===== src/rtl/synth_env_pkg.sv =====
`default_nettype none
// ============================================================================
// Module      : synth_env_pkg
// Description : Shared envelope state encoding and sizing constants.
// Revision    : 1.0 - initial release
// ============================================================================
package synth_env_pkg;

    typedef enum logic [1:0] {
        ENV_IDLE    = 2'd0,
        ENV_ATTACK  = 2'd1,
        ENV_SUSTAIN = 2'd2,
        ENV_RELEASE = 2'd3
    } env_state_t;

    localparam logic [1:0] MAX_ATTEN = 2'd3;
    localparam int         ENV_CNT_W = 8;

endpackage
`default_nettype wire


===== src/rtl/env_rate_counter.sv =====
`default_nettype none
// ============================================================================
// Module      : env_rate_counter
// Description : Counts envelope ticks and flags a step at the terminal count.
// Revision    : 1.0 - initial release
// ============================================================================
module env_rate_counter
    import synth_env_pkg::*;
#(
    parameter int CNT_W = ENV_CNT_W
) (
    input  logic             clk,
    input  logic             rst_n,
    input  logic             clear,
    input  logic             tick_en,
    input  logic             step_en,
    input  logic [CNT_W-1:0] terminal,
    output logic             step
);

    logic [CNT_W-1:0] r_cnt;

    // Ticks keep counting even when steps are not enabled; only a step wraps to 0.
    assign step = tick_en && step_en && (r_cnt == terminal);

    always_ff @(posedge clk or negedge rst_n) begin
        if (!rst_n) begin
            r_cnt <= '0;
        end else if (clear) begin
            r_cnt <= '0;
        end else if (tick_en) begin
            r_cnt <= step ? '0 : r_cnt + 1'b1;
        end
    end

endmodule
`default_nettype wire


===== src/rtl/envelope_shift_ctrl.sv =====
`default_nettype none
// ============================================================================
// Module      : envelope_shift_ctrl
// Description : Attack/sustain/release envelope feeding aligned sample and
//               shift controls to the downstream arithmetic shifter.
// Revision    : 1.0 - initial release
// ============================================================================
module envelope_shift_ctrl
    import synth_env_pkg::*;
#(
    parameter int WIDTH         = 16,
    parameter int ATTACK_TICKS  = 4,
    parameter int RELEASE_TICKS = 8
) (
    input  logic             clk,
    input  logic             rst_n,
    input  logic             note_on,
    input  logic             note_off,
    input  logic             env_tick,
    input  logic [1:0]       boost,
    input  logic [WIDTH-1:0] sample_in,
    input  logic             sample_in_valid,
    output logic [WIDTH-1:0] sample_out,
    output logic             sample_out_valid,
    output logic [1:0]       distance,
    output logic             direction,
    output logic [1:0]       env_state
);

    localparam logic [ENV_CNT_W-1:0] c_attack_term  = ENV_CNT_W'(ATTACK_TICKS - 1);
    localparam logic [ENV_CNT_W-1:0] c_release_term = ENV_CNT_W'(RELEASE_TICKS - 1);

    env_state_t           r_state;
    env_state_t           w_next_state;
    logic [1:0]           r_level;
    logic [1:0]           w_next_level;
    logic                 w_step;
    logic                 w_step_en;
    logic                 w_clear;
    logic [ENV_CNT_W-1:0] w_terminal;

    assign w_step_en  = (r_state == ENV_ATTACK) || (r_state == ENV_RELEASE);
    assign w_terminal = (r_state == ENV_ATTACK) ? c_attack_term : c_release_term;
    assign w_clear    = (w_next_state != r_state);

    env_rate_counter #(
        .CNT_W (ENV_CNT_W)
    ) u_rate_counter (
        .clk      (clk),
        .rst_n    (rst_n),
        .clear    (w_clear),
        .tick_en  (env_tick),
        .step_en  (w_step_en),
        .terminal (w_terminal),
        .step     (w_step)
    );

    always_ff @(posedge clk or negedge rst_n) begin
        if (!rst_n) begin
            r_state <= ENV_IDLE;
            r_level <= MAX_ATTEN;
        end else begin
            r_state <= w_next_state;
            r_level <= w_next_level;
        end
    end

    // Note events are checked before steps, so a coinciding step is dropped.
    always_comb begin
        w_next_state = r_state;
        w_next_level = r_level;
        case (r_state)
            ENV_IDLE: begin
                if (note_on) begin
                    w_next_state = ENV_ATTACK;
                    w_next_level = MAX_ATTEN;
                end
            end
            ENV_ATTACK: begin
                if (note_off) begin
                    w_next_state = ENV_RELEASE;
                end else if (w_step) begin
                    if (r_level <= 2'd1) begin
                        w_next_level = 2'd0;
                        w_next_state = ENV_SUSTAIN;
                    end else begin
                        w_next_level = r_level - 2'd1;
                    end
                end
            end
            ENV_SUSTAIN: begin
                w_next_level = 2'd0;
                if (note_off) begin
                    w_next_state = ENV_RELEASE;
                end
            end
            ENV_RELEASE: begin
                if (note_on) begin
                    w_next_state = ENV_ATTACK;
                end else if (w_step) begin
                    if (r_level == MAX_ATTEN) begin
                        w_next_state = ENV_IDLE;
                    end else begin
                        w_next_level = r_level + 2'd1;
                    end
                end
            end
            default: begin
                w_next_state = ENV_IDLE;
                w_next_level = MAX_ATTEN;
            end
        endcase
    end

    // Shift controls are taken from the pre-edge envelope so they line up with the sample.
    always_ff @(posedge clk or negedge rst_n) begin
        if (!rst_n) begin
            sample_out       <= '0;
            sample_out_valid <= 1'b0;
            distance         <= MAX_ATTEN;
            direction        <= 1'b1;
        end else begin
            sample_out_valid <= sample_in_valid;
            if (sample_in_valid) begin
                sample_out <= (r_state == ENV_IDLE) ? '0 : sample_in;
                if ((r_state == ENV_SUSTAIN) && (boost != 2'd0)) begin
                    direction <= 1'b0;
                    distance  <= boost;
                end else begin
                    direction <= 1'b1;
                    distance  <= r_level;
                end
            end
        end
    end

    assign env_state = r_state;

endmodule
`default_nettype wire


===== config.mk =====
export PLATFORM = sky130hd
export DESIGN_NAME = envelope_shift_ctrl
export DESIGN_NICKNAME = d
export VERILOG_FILES = /design/src/rtl/synth_env_pkg.sv /design/src/rtl/env_rate_counter.sv /design/src/rtl/envelope_shift_ctrl.sv
export SDC_FILE = /design/constraint.sdc
export NUM_CORES = 1
export LEC_CHECK = 0
export BUFFER_PORTS_ARGS = -buffer_cell sky130_fd_sc_hd__clkbuf_2
export CORE_MARGIN = 2
export CORE_UTILIZATION = 43
export CTS_BUF_LIST = sky130_fd_sc_hd__clkbuf_8 sky130_fd_sc_hd__clkbuf_16
export CTS_CLUSTER_DIAMETER = 30
export CTS_CLUSTER_SIZE = 8
export DETAILED_ROUTE_END_ITERATION = 7
export PLACE_DENSITY_LB_ADDON = 0.08
export SLEW_MARGIN = 20
export SYNTH_ARGS = -nofsm -noshare
export SYNTH_HDL_FRONTEND = slang
export SYNTH_SLANG_ARGS = --single-unit

===== constraint.sdc =====
create_clock -name clk -period 1.69 [get_ports clk]
set_input_delay 0.338 -clock clk [delete_from_list [all_inputs] [get_ports clk]]
set_output_delay 0.338 -clock clk [all_outputs]
set_load 0.005 [all_outputs]

* After elaboration in Yosys (flattened, before gate mapping)
Cells that the tools add are included.
** Word-level totals
- Register bits :: 32
- Input port bits :: 24
- Output and inout port bits :: 22
** Cells by class
- Add/subtract/negate cells :: 3
- Order comparisons :: 1
- Eq/ne operators :: 12
- Mux-type cells :: 24
- Reduce and logical (&&, ||, !) cells :: 8
** Operator list (count)
- 2-bit 2-to-1 mux :: 16
- 8-bit 2-to-1 mux :: 3
- 16-bit 2-to-1 mux :: 1
- 2-bit case mux with 4 select lines :: 2
- 8-bit by 1-bit adder with 8-bit output, second input constant :: 1
- 8-bit by 3-bit equality test with 1-bit output :: 1
- 2-bit != test, second input constant :: 4
- 2-bit equality test, second input constant :: 3
- 6-bit AND reduction :: 1
- 2-bit by 1-bit != test with 1-bit output, second input constant :: 2
- 2-bit nonzero test :: 2
- 1-bit logical AND :: 3
- 3-bit 2-to-1 mux :: 1
- 2-bit by 1-bit adder with 2-bit output, second input constant :: 1
- 2-bit by 1-bit equality test with 1-bit output, second input constant :: 1
- 2-bit by 1-bit less-or-equal comparator with 1-bit output, second input constant :: 1
- 2-bit zero test :: 1
- 2-bit != test :: 1
- 2-bit by 1-bit subtractor with 2-bit output, second input constant :: 1
- 1-bit logical OR :: 1
- 1-bit 2-to-1 mux :: 1

* Depth between registers and ports, before layout
- Depth after elaboration :: 9
- Depth in mapped cells :: 6
- Gate-level depth less buffers :: 6

* Cells and area by module
Synthesis repeated with hierarchy kept, for this count alone.
** Unflattened totals
- Cell total of the unflattened synthesis :: 185
- Area, all modules :: 1716.6 µm²
** Modules (own cells, without submodules)
- envelope_shift_ctrl :: times used 1, cells each 132, area each 1178.6 µm², sequential area each 606.8 µm²
- env_rate_counter :: times used 1, cells each 53, area each 538.0 µm², sequential area each 200.2 µm²

* Worst setup path after synthesis
OpenSTA, ideal clock, no wires.
- Kind :: reg2reg
- Start point :: register r_level[1]
- End point :: register r_level[1]
- Data arrival time :: 1420 ps
- Path slack :: 185 ps
- Stages on the path, launching flop included :: 6
- Cell sequence :: dfstp_2 > ha_1 > nor4bb_1 > o2111ai_1 > nand2_1 > mux2_1
** Between the ends
- Word-level cells in the longest chain between the ends :: 5
** RTL lines
- from (decl) :: line envelope_shift_ctrl.sv:35 : logic [1:0] r_level;
- from (signal assigned) :: line envelope_shift_ctrl.sv:64 : r_level <= w_next_level;
- 2-bit by 1-bit adder with 2-bit output (tied with other cells) :: line envelope_shift_ctrl.sv:104 : w_next_level = r_level + 2'd1;
- 2-bit 2-to-1 mux, on equally long branches :: line envelope_shift_ctrl.sv:101, envelope_shift_ctrl.sv:83
- 2-bit 2-to-1 mux, on equally long branches :: line envelope_shift_ctrl.sv:100, envelope_shift_ctrl.sv:82
- 2-bit 2-to-1 mux, on equally long branches :: line envelope_shift_ctrl.sv:98, envelope_shift_ctrl.sv:80
- 2-bit case mux with 4 select lines :: line envelope_shift_ctrl.sv:72 : case (r_state)
Parallel ways exist; a longest one is shown, timed or not. The select of a mux whose other input is x is not followed.
A chain may end at the register's enable or synchronous reset.

* Final worst setup path
- Start point :: register r_level[1]
- End point :: register u_rate_counter.r_cnt[0]
** Between the ends
- Word-level cells in the longest chain between the ends :: 7
** RTL lines
- 2-bit by 1-bit less-or-equal comparator with 1-bit output or 2-bit equality test (tied branches) :: line envelope_shift_ctrl.sv:83, envelope_shift_ctrl.sv:101
- 2-bit 2-to-1 mux, on equally long branches :: line envelope_shift_ctrl.sv:83, envelope_shift_ctrl.sv:101
- 2-bit 2-to-1 mux, on equally long branches :: line envelope_shift_ctrl.sv:82, envelope_shift_ctrl.sv:100
- 2-bit 2-to-1 mux, on equally long branches :: line envelope_shift_ctrl.sv:80, envelope_shift_ctrl.sv:98
- 2-bit case mux with 4 select lines (*) :: line envelope_shift_ctrl.sv:72
- 2-bit != test (*) :: line envelope_shift_ctrl.sv:44 : assign w_clear = (w_next_state != r_state);
- 8-bit 2-to-1 mux or 2-bit nonzero test (tied branches)
- to (signal assigned) :: line env_rate_counter.sv:32 : r_cnt <= step ? '0 : r_cnt + 1'b1;
- to (decl) :: line env_rate_counter.sv:21 : logic [CNT_W-1:0] r_cnt;
Every way passes the cells marked *; elsewhere a longest branch is shown, timed or not.

==> results.yml <==
floorplan:
  row_count: 22
  die_area_sq_um: 4230
  die_h_microns: 65.1
  core_region_area_sq_um: 3630
  fp.dieW_microns: 65.1
  initial_utilization_pct: 44.1
  ioPinCount: 46
pwr:
  max-vdd-ir-drop_mv: 0.548
  p_leak_uw: 0.00103
  powerDensity_nw_per_um2: 1050
synth:
  synthTopCellsByCount: "27 x dfrtp_1, 21 x nand2_1, 21 x o21ai_0"
  syn_inst: 170
  seq_area_frac_synth_pct: 50.3
  synth-edff-count: 0
  netlist-cell-type-count: 37
  yosysWarnings: 0
  yosysTopAreaCell: "dfrtp_1"
  synth_ff_type: "dfrtp_1"
  syn_nets: 199
  netlist_area_sq_um: 1600
  avgSynthCellArea_sq_um: 9.44
  synthTopCellsByArea: "dfrtp_1 42%, dfstp_2 8.2%, o21ai_0 6.6%"
  yosysMostFrequentCell: "dfrtp_1"
  synth_top_area_share_pct: 42.1
  synth_seq_cells: 32
  async_reset_ff_share_pct: 100
run:
  drv_cap: 0
sta:
  finalHoldViolCount: 0
  setup_viol: 0
  finalMaxSlewViolations: 0
  timing.hold.ws_ns: 0.0704
  rsz0062_at_grt: "true"
  fin_skew_ns: 0.00688
  layout_worst_path_cycle_share_pct: 95.9
  fin_crit_ns: 1.62
  max_freq_mhz: 617
  tightest_slew_ns: 0.534
  slew_headroom_pct: 64.4
setup_path:
  worstPathRequired_ns: 1.90
  endpoint: "u_rate_counter.r_cnt[0]$_DFFE_PN0P_"
  crit_path_end_kind: "register"
  critPathLaunch: "r_level[1]$_DFFE_PN1P_"
  rrSetupSlack_ns: 0.07
  r2r_cells: 7
  crit_slowest_cell: "dfstp_2"
  slowest_delay_ns: 0.61
  rr_endpoint: "u_rate_counter.r_cnt[0]$_DFFE_PN0P_"
  critical_path.startpoint_type: "register"
  worstSetupPathType: "reg -> reg"
  critPathArrivalTime_ns: 1.83
  reg2reg_from: "r_level[1]$_DFFE_PN1P_"
  cp_max_fo: 7
  crit_chain: "inv_1 -> ha_1 -> nor2b_2 -> o31a_1 -> o21ai_0 -> buf_4 -> a21oi_1"
cells_and_area:
  fin_nets: 256
  drive_above_1_share_pct: 33.8
  n_antenna_cell: 0
  final_util_pct: 57.7
  area_growth_pct: 30.7
global_routing:
  grt_pass1_vias: 1288
  grt_start_max_net_pins: 33
  track_usage_pct: 18.1
  grt_pass1_wl_microns: 5740
  antenna_found_initial: 0
  overflow: 0
status:
  outcome: "finished, final reports clean"
detailed_routing:
  wl_per_cell_microns: 12.4
  drt-vias-per-instance: 4.90
  drtAntennaViolNets: 0
  dr.pass1.iters: 4
  drt_iter0_drc: 72
  vias: 1352
  drcViolationCount: 0
  route.final.wire_length_microns: 3420
worst_hold_path:
  worstHoldPathType: "in -> async"
clocking:
  clockRootBuffer: "clkbuf_8"
  cts_buffers: 5
  htreeDepth: 2
  tritoncts: "built"
  clk_pin_slew_worst_paths_ns: 0.07
  clock-sinks: 32
  clk-insertion-delay-late_ns: 0.28
  cts_buffer_depth: 2
place:
  routabilityCongestion: 0.831
  port_buffers: 45
  place_hpwl_microns: 2490
==> layout make-up <==
| class | instances | area (sq um) |
|---|---|---|
| Clock buffer | 7 | 96.3 |
| Clock inverter | 1 | 30.0 |
| Fill cell | 343 | 1540 |
| Inverter | 19 | 71.3 |
| Multi-Input combinational cell | 112 | 716 |
| Sequential cell | 32 | 807 |
| Tap cell | 48 | 60.1 |
| Timing Repair Buffer | 57 | 315 |
==> sequential cells by signal, indices dropped and copies added, names as in the netlist <==
name / cells
direction: 1
distance: 2
env_state: 2
r_level: 2
sample_out: 16
sample_out_valid: 1
u_rate_counter.r_cnt: 8
==> layer usage <==
metal	global-route usage (%)	up-vias	routed length [microns]
met5	0	-	0
met4	5.47	0	47
met3	5.38	5	248
met2	31.1	46	1610
met1	21.9	619	1510
li1	-	682	-
==> stage by stage <==
stage          total power, uW  TNS (ns)  worst slack, ns  area (sq um)  instances
6_report                  2200         0           0.0701          2100        276
5_1_grt                   2340   -0.0516          -0.0239          2100        276
4_1_cts                   2180         0           0.0209          2060        274
3_5_place_dp              1370         0           0.0399          1940        266
3_3_place_gp              1350         0           0.0942          1940        266
2_1_floorplan             1180         0            0.185          1600        170
==> what timing repair did <==
item                                    CTS  global route
endpoints found under the hold margin     0             0
buffers inserted                          0             2
endpoints found under the setup margin    0             6
resized for setup                         0             5
hold buffers                              0             0
==> power breakdown <==
part	internal, uW	switching (uW)
logic	224	226
clock network	520	277
registers	870	83.9
==> worst min path at each step <==
stage	startpoint	end	slack (ns)	cells after the start
6_report	rst_n	u_rate_counter.r_cnt[4]$_DFFE_PN0P_	0.07	2
5_1_grt	rst_n	sample_out[6]$_DFFE_PN0P_	0.1	2
4_1_cts	rst_n	u_rate_counter.r_cnt[4]$_DFFE_PN0P_	0.08	2
3_5_place_dp	rst_n	sample_out[10]$_DFFE_PN0P_	0.38	2
3_3_place_gp	rst_n	sample_out[4]$_DFFE_PN0P_	0.37	2
2_1_floorplan	rst_n	env_state[0]$_DFF_PN0_	0.04	0
==> critical path, delay by kind of cell, from the launching register on <==
kind / cells / cell delay (ns)
adders and majority gates: 1 / 0.21
and+or+nand+nor: 1 / 0.15
buffers and inverters: 2 / 0.24
AOI/OAI and AO/OA: 3 / 0.32
DFF: 1 / 0.61
==> cells in the final DEF (no fill, tap or decap), types with 2 or more instances in the layout <==
cell and n:
o21ai_0 21, nor2b_1 4, dfrtp_1 27, nand3_1 3
nor3_1 3, dfstp_2 5, nand4_1 2, mux2i_1 4
nand2_1 21, xor2_1 3, buf_4 12, nor2_1 13
clkbuf_2 45, clkbuf_8 7, o31a_1 2, a21oi_1 6
ha_1 4, inv_1 19, xnor2_1 5
==> cell families (layout without fill, tap and decap cells) <==
group	count (synthesis)	after routing	synth area share, %
buf+inv	26	84	6.24
compound gates	38	38	14.0
mux	6	6	3.90
fa+ha+maj	5	5	3.90
xor+xnor	8	8	4.37
simple gates	55	55	17.3
flops	32	32	50.3
Power figures use the tool's default switching activity.
